===== config.mk =====
export PLATFORM = sky130hd
export DESIGN_NAME = uart_rx
export DESIGN_NICKNAME = d
export VERILOG_FILES = /design/src/rtl/uart_rx.sv
export SDC_FILE = /design/constraint.sdc
export NUM_CORES = 1
export LEC_CHECK = 0
export ABC_AREA = 1
export BUFFER_PORTS_ARGS = -buffer_cell sky130_fd_sc_hd__buf_2
export CAP_MARGIN = 30
export CELL_PAD_IN_SITES_DETAIL_PLACEMENT = 1
export CELL_PAD_IN_SITES_GLOBAL_PLACEMENT = 1
export CORE_MARGIN = 2
export CORE_UTILIZATION = 41
export CTS_BUF_LIST = sky130_fd_sc_hd__clkbuf_4 sky130_fd_sc_hd__clkbuf_8
export DETAILED_ROUTE_END_ITERATION = 8
export GPL_TIMING_DRIVEN = 0
export PLACE_DENSITY = 0.89
export SETUP_SLACK_MARGIN = 0.05
export SLEW_MARGIN = 20
export SYNTH_ARGS = -nofsm -noshare
export SYNTH_HDL_FRONTEND = slang
export SYNTH_SLANG_ARGS = --single-unit

===== constraint.sdc =====
create_clock -name clk -period 1.5 [get_ports clk]
set_input_delay 0.225 -clock clk [delete_from_list [all_inputs] [get_ports clk]]
set_output_delay 0.225 -clock clk [all_outputs]
set_load 0.01 [all_outputs]

===== src/rtl/uart_rx.sv =====
// uart_rx: 8N1 serial receiver with a two-flop input synchronizer, mid-bit
// sampling and a one-entry holding register behind a valid/ready handshake.
// Framing errors and overruns are reported as single-cycle pulses.
//
// state      | meaning
// -----------+--------------------------------------------------------------
// S_IDLE     | line idle, waiting for a falling edge on the synchronized rx
// S_START    | timing to the middle of the start bit to reject glitches
// S_DATA     | sampling eight data bits, LSB first, at mid-bit
// S_STOP     | timing to the middle of the stop bit, deliver or flag error
// S_WAIT_IDLE| stop bit was low (break/framing error), wait for line high
module uart_rx #(
   parameter int CLKS_PER_BIT = 16
) (
   input  logic       clk,
   input  logic       rst,
   input  logic       rx,
   output logic [7:0] data,
   output logic       valid,
   input  logic       ready,
   output logic       busy,
   output logic       frame_err,
   output logic       overrun
);

   localparam int CW = $clog2(CLKS_PER_BIT);
   localparam logic [CW-1:0] BAUD_LAST = CW'(CLKS_PER_BIT - 1);
   localparam logic [CW-1:0] BAUD_HALF = CW'(CLKS_PER_BIT / 2 - 1);

   typedef enum logic [2:0] {
      S_IDLE      = 3'd0,
      S_START     = 3'd1,
      S_DATA      = 3'd2,
      S_STOP      = 3'd3,
      S_WAIT_IDLE = 3'd4
   } state_t;

   state_t        r_state;
   state_t        w_state_nxt;

   logic          r_sync1;
   logic          r_sync2;
   logic          w_rxs;

   logic [CW-1:0] r_baud;
   logic [2:0]    r_bit_idx;
   logic [7:0]    r_shift;

   logic [7:0]    r_data;
   logic          r_valid;
   logic          r_frame_err;
   logic          r_overrun;

   logic          w_half_tick;
   logic          w_bit_tick;
   logic          w_baud_clr;
   logic          w_bit_clr;
   logic          w_shift_en;
   logic          w_deliver;
   logic          w_frame_bad;
   logic          w_consume;

   assign w_rxs       = r_sync2;
   // The baud counter restarts at zero on entry to START and DATA, so the
   // half-bit compare lands mid start bit and every full-bit wrap after it
   // lands mid data/stop bit.
   assign w_half_tick = (r_baud == BAUD_HALF);
   assign w_bit_tick  = (r_baud == BAUD_LAST);
   assign w_consume   = r_valid & ready;

   // Two-flop synchronizer for the asynchronous rx pin, resetting to idle-high.
   always_ff @(posedge clk or posedge rst) begin
      if (rst) begin
         r_sync1 <= 1'b1;
         r_sync2 <= 1'b1;
      end else begin
         r_sync1 <= rx;
         r_sync2 <= r_sync1;
      end
   end

   // FSM state register.
   always_ff @(posedge clk or posedge rst) begin
      if (rst) begin
         r_state <= S_IDLE;
      end else begin
         r_state <= w_state_nxt;
      end
   end

   // Next-state decode and per-cycle datapath strobes.
   always_comb begin
      w_state_nxt = r_state;
      w_baud_clr  = 1'b0;
      w_bit_clr   = 1'b0;
      w_shift_en  = 1'b0;
      w_deliver   = 1'b0;
      w_frame_bad = 1'b0;
      case (r_state)
         S_IDLE: begin
            if (!w_rxs) begin
               w_state_nxt = S_START;
               w_baud_clr  = 1'b1;
               w_bit_clr   = 1'b1;
            end
         end
         S_START: begin
            if (w_half_tick) begin
               if (w_rxs) begin
                  w_state_nxt = S_IDLE;
               end else begin
                  w_state_nxt = S_DATA;
                  w_baud_clr  = 1'b1;
                  w_bit_clr   = 1'b1;
               end
            end
         end
         S_DATA: begin
            if (w_bit_tick) begin
               w_shift_en = 1'b1;
               if (r_bit_idx == 3'd7) begin
                  w_state_nxt = S_STOP;
               end
            end
         end
         S_STOP: begin
            if (w_bit_tick) begin
               if (w_rxs) begin
                  w_deliver   = 1'b1;
                  w_state_nxt = S_IDLE;
               end else begin
                  w_frame_bad = 1'b1;
                  w_state_nxt = S_WAIT_IDLE;
               end
            end
         end
         S_WAIT_IDLE: begin
            if (w_rxs) begin
               w_state_nxt = S_IDLE;
            end
         end
         default: begin
            w_state_nxt = S_IDLE;
         end
      endcase
   end

   // Baud counter: free-running wrap inside a frame, parked at zero when idle.
   always_ff @(posedge clk or posedge rst) begin
      if (rst) begin
         r_baud <= '0;
      end else if (w_baud_clr || r_state == S_IDLE) begin
         r_baud <= '0;
      end else if (w_bit_tick) begin
         r_baud <= '0;
      end else begin
         r_baud <= r_baud + 1'b1;
      end
   end

   // Bit index: counts data bits, holds at 7 until the FSM leaves DATA.
   always_ff @(posedge clk or posedge rst) begin
      if (rst) begin
         r_bit_idx <= '0;
      end else if (w_bit_clr) begin
         r_bit_idx <= '0;
      end else if (w_shift_en && r_bit_idx != 3'd7) begin
         r_bit_idx <= r_bit_idx + 1'b1;
      end
   end

   // Shift register: LSB arrives first, so new bits enter at the top.
   always_ff @(posedge clk or posedge rst) begin
      if (rst) begin
         r_shift <= '0;
      end else if (w_shift_en) begin
         r_shift <= {w_rxs, r_shift[7:1]};
      end
   end

   // Holding register and handshake; a full, undrained register drops the new byte.
   always_ff @(posedge clk or posedge rst) begin
      if (rst) begin
         r_data  <= '0;
         r_valid <= 1'b0;
      end else if (w_deliver) begin
         if (!r_valid || ready) begin
            r_data  <= r_shift;
            r_valid <= 1'b1;
         end
      end else if (w_consume) begin
         r_valid <= 1'b0;
      end
   end

   // Error pulses, registered so each lasts exactly one cycle.
   always_ff @(posedge clk or posedge rst) begin
      if (rst) begin
         r_frame_err <= 1'b0;
         r_overrun   <= 1'b0;
      end else begin
         r_frame_err <= w_frame_bad;
         r_overrun   <= w_deliver & r_valid & ~ready;
      end
   end

   assign data      = r_data;
   assign valid     = r_valid;
   assign busy      = (r_state != S_IDLE);
   assign frame_err = r_frame_err;
   assign overrun   = r_overrun;

endmodule

Word-level counts from Yosys, hierarchy flattened
Cells that the tools add are included.

Register bits after elaboration: 31. Output and inout bits: 12.

$add $sub $neg: 2. Eq/ne operators: 15. Mux-type cells: 26. Bitwise gates (word level): 4. Reduce and logical (&&, ||, !) cells: 11.

Operators with widths (number): 3-bit two-way mux (9); 3-bit one-hot mux with 5 select lines (1); 1-bit two-way mux (12); 2-bit inequality test, second input constant (6); 4-bit two-way mux (2); 3-bit by 2-bit equality test with 1-bit output, second input constant (2); 3-bit equality test, second input constant (2); 6-bit AND reduction (1); 4-bit by 1-bit adder with 4-bit output, second input constant (1); 4-bit by 3-bit equality test with 1-bit output, second input constant (1); 4-bit equality test, second input constant (1); 2-bit AND reduction (2); 2-bit nonzero test (2); 3-bit by 1-bit adder with 3-bit output, second input constant (1); 1-bit bitwise AND (3); 3-bit by 1-bit equality test with 1-bit output, second input constant (1); 3-bit zero test (1); 3-bit inequality test, second input constant (1); 3-bit nonzero test (1); 1-bit logical OR (2); 2-bit two-way mux (1); 2-bit by 1-bit inequality test with 1-bit output, second input constant (1); 1-bit one-hot mux with 2 select lines (1); 1-bit logical AND (1); 2 further kinds (2).

Longest topological paths before layout
Depth in word-level cells: 6. Mapped depth: 9.

Worst setup path before layout
OpenSTA, ideal clock, no wires.

Kind: reg2reg. Start: reg r_baud[0]. End: reg r_data[0] (netlist: data[0]). Data arrival time: 1.264 ns. Path slack: 0.119 ns. Stages on the path, launching flop included: 7. Buffers on the path: 0. Period minus slack after synthesis: 1.381 ns. Path through: dfrtp_1 -> ha_1 -> nand3_4 -> nor3_4 -> nand2_4 -> nand2_1 -> nand2_1.

Longest elaborated chain between the ends: 4.

RTL lines: from (decl) (RTL line 45) `logic [CW-1:0] r_baud;`; from (signal assigned) (RTL line 157) `r_baud <= r_baud + 1'b1;`; 4-bit equality test (RTL line 68) `assign w_bit_tick = (r_baud == BAUD_LAST);`; 1-bit two-way mux (RTL line 127) `if (w_bit_tick) begin`; 1-bit two-way mux (RTL line 99) `case (r_state)`; 2-bit AND reduction (no source line); to (signal assigned) (RTL line 188) `r_data <= r_shift;`; to (decl) (RTL line 49) `logic [7:0] r_data;`.

Every way passes these cells. A chain may end at the register's enable or synchronous reset.

Worst setup path after layout
Start: reg r_baud[0]. End: reg r_data[7] (netlist: data[7]).

The elaborated chain is that of the path after synthesis.

==> impl_results.md <==
* CTS max path bufs at 2
* Slew @ Worst Pin at 0.607 ns
* Vias per std cell at between 4 and 5
* CTS H-Tree Depth at 2
* Ant diodes at 0
* Global-route wire length before repair at about 5000 um
* Vias in the first global route at about 1100
* Die W at ~62 um
* Hold WC Path Type: in -> reg
* Static leakage at between 0.9 and 1 nW
* Setup TNS at 0 ns
* Worst R2R End: data[7]
* Post-DP HPWL at between 2000 and 2500 um
* Fillers at 378
* R2R Setup Slk at 0.07 ns
* Synth-to-layout area growth at 26.8%
* Chip height at 61.8 um
* Crit-path max FO at 10
* CTS Buf Count at 5
* Final nets at 192
* Largest area contributor in the netlist: dfrtp_1
* Root Driver: clkbuf_4
* Dominant cells by area after synthesis: dfrtp_1 53%, nand2_1 15%, nand3_1 8.4%
* GRT overflow at 0
* Post-Synth Adder-Cell Area at approximately 2.7%
* Finish-stage setup viols at 0
* Worst Setup Start Kind: flop
* Worst skew pair latency at around 0.32 ns
* Mean Syn Cell Area at between 8 and 9 um2
* FMAX at 702 MHz
* Fin util at 55.6%
* VDD IR-drop max at 1.03 mV
* Pre-CTS WS at -0.0856 ns
* Num rows at 20
* Share of layout cells above drive strength 1 at 28.0%
* Multi-input gate area at between 500 and 600 um2
* Via Count at 1113
* Synth Area in XOR/XNOR at 0.639%
* Post-synthesis mux area share at 0%
* WP data arrival at roughly 1.6 ns
* RSZ-0062 raised after global routing: yes
* Slew margin rel. at 59.5%
* R2R depth at 7
* RD Place Congestion at between 0.7 and 0.8
* Final period util at between 90% and 100%
* Min Tclk post-route at roughly 1.4 ns
* Post-synthesis cell type count at 19
* Part of the Yosys area used for sequential elements at between 50% and 60%
* Crit path launch: r_baud[0]
* Post-synthesis compound-gate area fraction at 1.82%
* 1st-iter DRT viols at 15
* #FFs+latches synth at 31
* Seq. cell area at between 700 and 800 um2
* Clock Skew at around 0.011 ns
* CP Capture Type: flop
* Status: finished clean
* Die footprint at 0.00382 mm2
* DR WL/cell at between 10 and 15 um
* Worst setup margin at roughly 0.075 ns
* Synth top area share at a little over half
* Core area at around 0.0031 mm2
* TritonRoute pass-1 iters at 4
* Mapped Cells at around 150
* Most common cell after layout, fill and taps aside: nand2_1
* Max-Cap Viols at 0
* WS Path Type: reg -> reg
* Most frequent cells in the layout: 53 x nand2_1, 27 x dfrtp_1, 21 x nand3_1
* IO buf count at 15
* Largest net degree at the start of global routing at 17
* Worst endpoint required time at 1.72 ns
* Hold Vio Cnt, Final at 0
* Post-Synthesis Net Count at around 160
* CTS tree: done
* Pins Over Slew Limit at 0
* Main combinational cell family by area after synthesis: simple AND/OR/NAND/NOR gates
* I/O Pins at 16
* # DRC at 0
* ANT nets after route at 0
* Crit path to: data[7]
* Mapped cell area at ~0.0014 mm2
* Clock transition at the registers of the reported paths at 0.10 ns
* Final wirelength at roughly 3200 um
* Initial antenna violation count at 0
* Initial Utilization at 43.8%
* Yosys warning total at 0
* GRT Overall Usage at a little under a fifth
* Pwr Density at between 1000 and 1500 mW/mm2
* Sink Count at 31
* Reg-to-reg startpoint: r_baud[0]
* Simple-gate share of the synthesized area at about a third
==> state kept, by name, indices dropped and copies added, names as in the netlist <==
signal and count:
r_shift 8, overrun 1, r_baud 4, frame_err 1, r_sync1 1, r_state 3
r_bit_idx 3, valid 1, data 8, r_sync2 1
==> synthesized netlist by cell type <==
| master | count |
|---|---|
| nor2_1 | 13 |
| o21ai_0 | 4 |
| buf_12 | 1 |
| dfstp_2 | 2 |
| dfrtp_1 | 29 |
| xor2_1 | 1 |
| nor3_1 | 2 |
| nand3_4 | 1 |
| nand3_1 | 23 |
| o21ai_1 | 1 |
| and3_1 | 1 |
| nand2_1 | 56 |
| inv_1 | 12 |
| nor2_4 | 1 |
| clkbuf_1 | 1 |
| ha_1 | 3 |
| nor3_4 | 1 |
| nand2_4 | 1 |
| nand2_2 | 1 |
==> kinds of logic (layout without fill, tap and decap cells) <==
| family | count (synthesis) | after routing |
|---|---|---|
| fa+ha+maj | 3 | 3 |
| simple gates | 100 | 100 |
| compound gates | 5 | 5 |
| buf+inv | 14 | 46 |
| flops | 31 | 31 |
| xor+xnor | 1 | 1 |
==> final cells by class <==
class / instances / share of cell area [%]
plain buffers: 2 / 1.37
clock buffers: 6 / 2.95
clock inverters: 2 / 2.01
inverters: 12 / 2.59
multi-input cells: 109 / 33.0
flip-flops and latches: 31 / 44.9
well taps: 44 / 3.17
repair buffers: 24 / 10.0
==> where the power goes <==
| group | switching, mW | internal (mW) | total [mW] |
|---|---|---|---|
| Clock | 0.285 | 0.394 | 0.679 |
| Sequential | 0.105 | 0.910 | 1.01 |
| Combinational | 0.429 | 0.326 | 0.755 |
| Total | 0.819 | 1.63 | 2.45 |
==> repair_timing <==
item / 4_1_cts / 5_1_grt
pin swaps: 1 / 4
hold buffers: 2 / 0
setup endpoints to repair: 20 / 26
resized for setup: 7 / 11
cloned: 0 / 0
setup buffers: 2 / 4
hold endpoints to repair: 16 / 0
==> per-stage QoR <==
step	hold WS [ns]	area (um2)	instances	power, mW
6_report	0.352	1740	230	2.45
5_1_grt	0.365	1740	230	2.60
4_1_cts	0.353	1670	226	2.30
3_5_place_dp	0.328	1520	214	1.54
3_3_place_gp	0.329	1500	213	1.49
2_1_floorplan	0.229	1370	154	1.39
==> worst min path at each step <==
stage	from	to	slack, ns	depth (start not counted)
after floorplan	rx	r_sync1	0.23	0
after global placement	rx	r_sync1	0.33	1
after detailed placement	rst	frame_err	0.33	2
after CTS	ready	data[0]	0.35	6
after global routing	r_sync1	r_sync2	0.36	0
final	ready	data[6]	0.35	6
==> layer usage <==
metal | track usage [%] | part of all wire, % | vias to the layer above
met5 | 0 | 0 | -
met4 | 7.60 | 1.9 | 0
met3 | 5.18 | 3.0 | 8
met2 | 33.1 | 53 | 22
met1 | 21.1 | 42 | 533
li1 | - | - | 550
==> worst max-delay path: stages, from the launching register on <==
cell and delay, ns:
dfrtp_1 0.43, ha_4 0.18, nand3_4 0.13, nor3_4 0.24, buf_12 0.15, nand2_4 0.07, nand2_1 0.07, nand2_1 0.05
(Power assumes the default switching activity.)
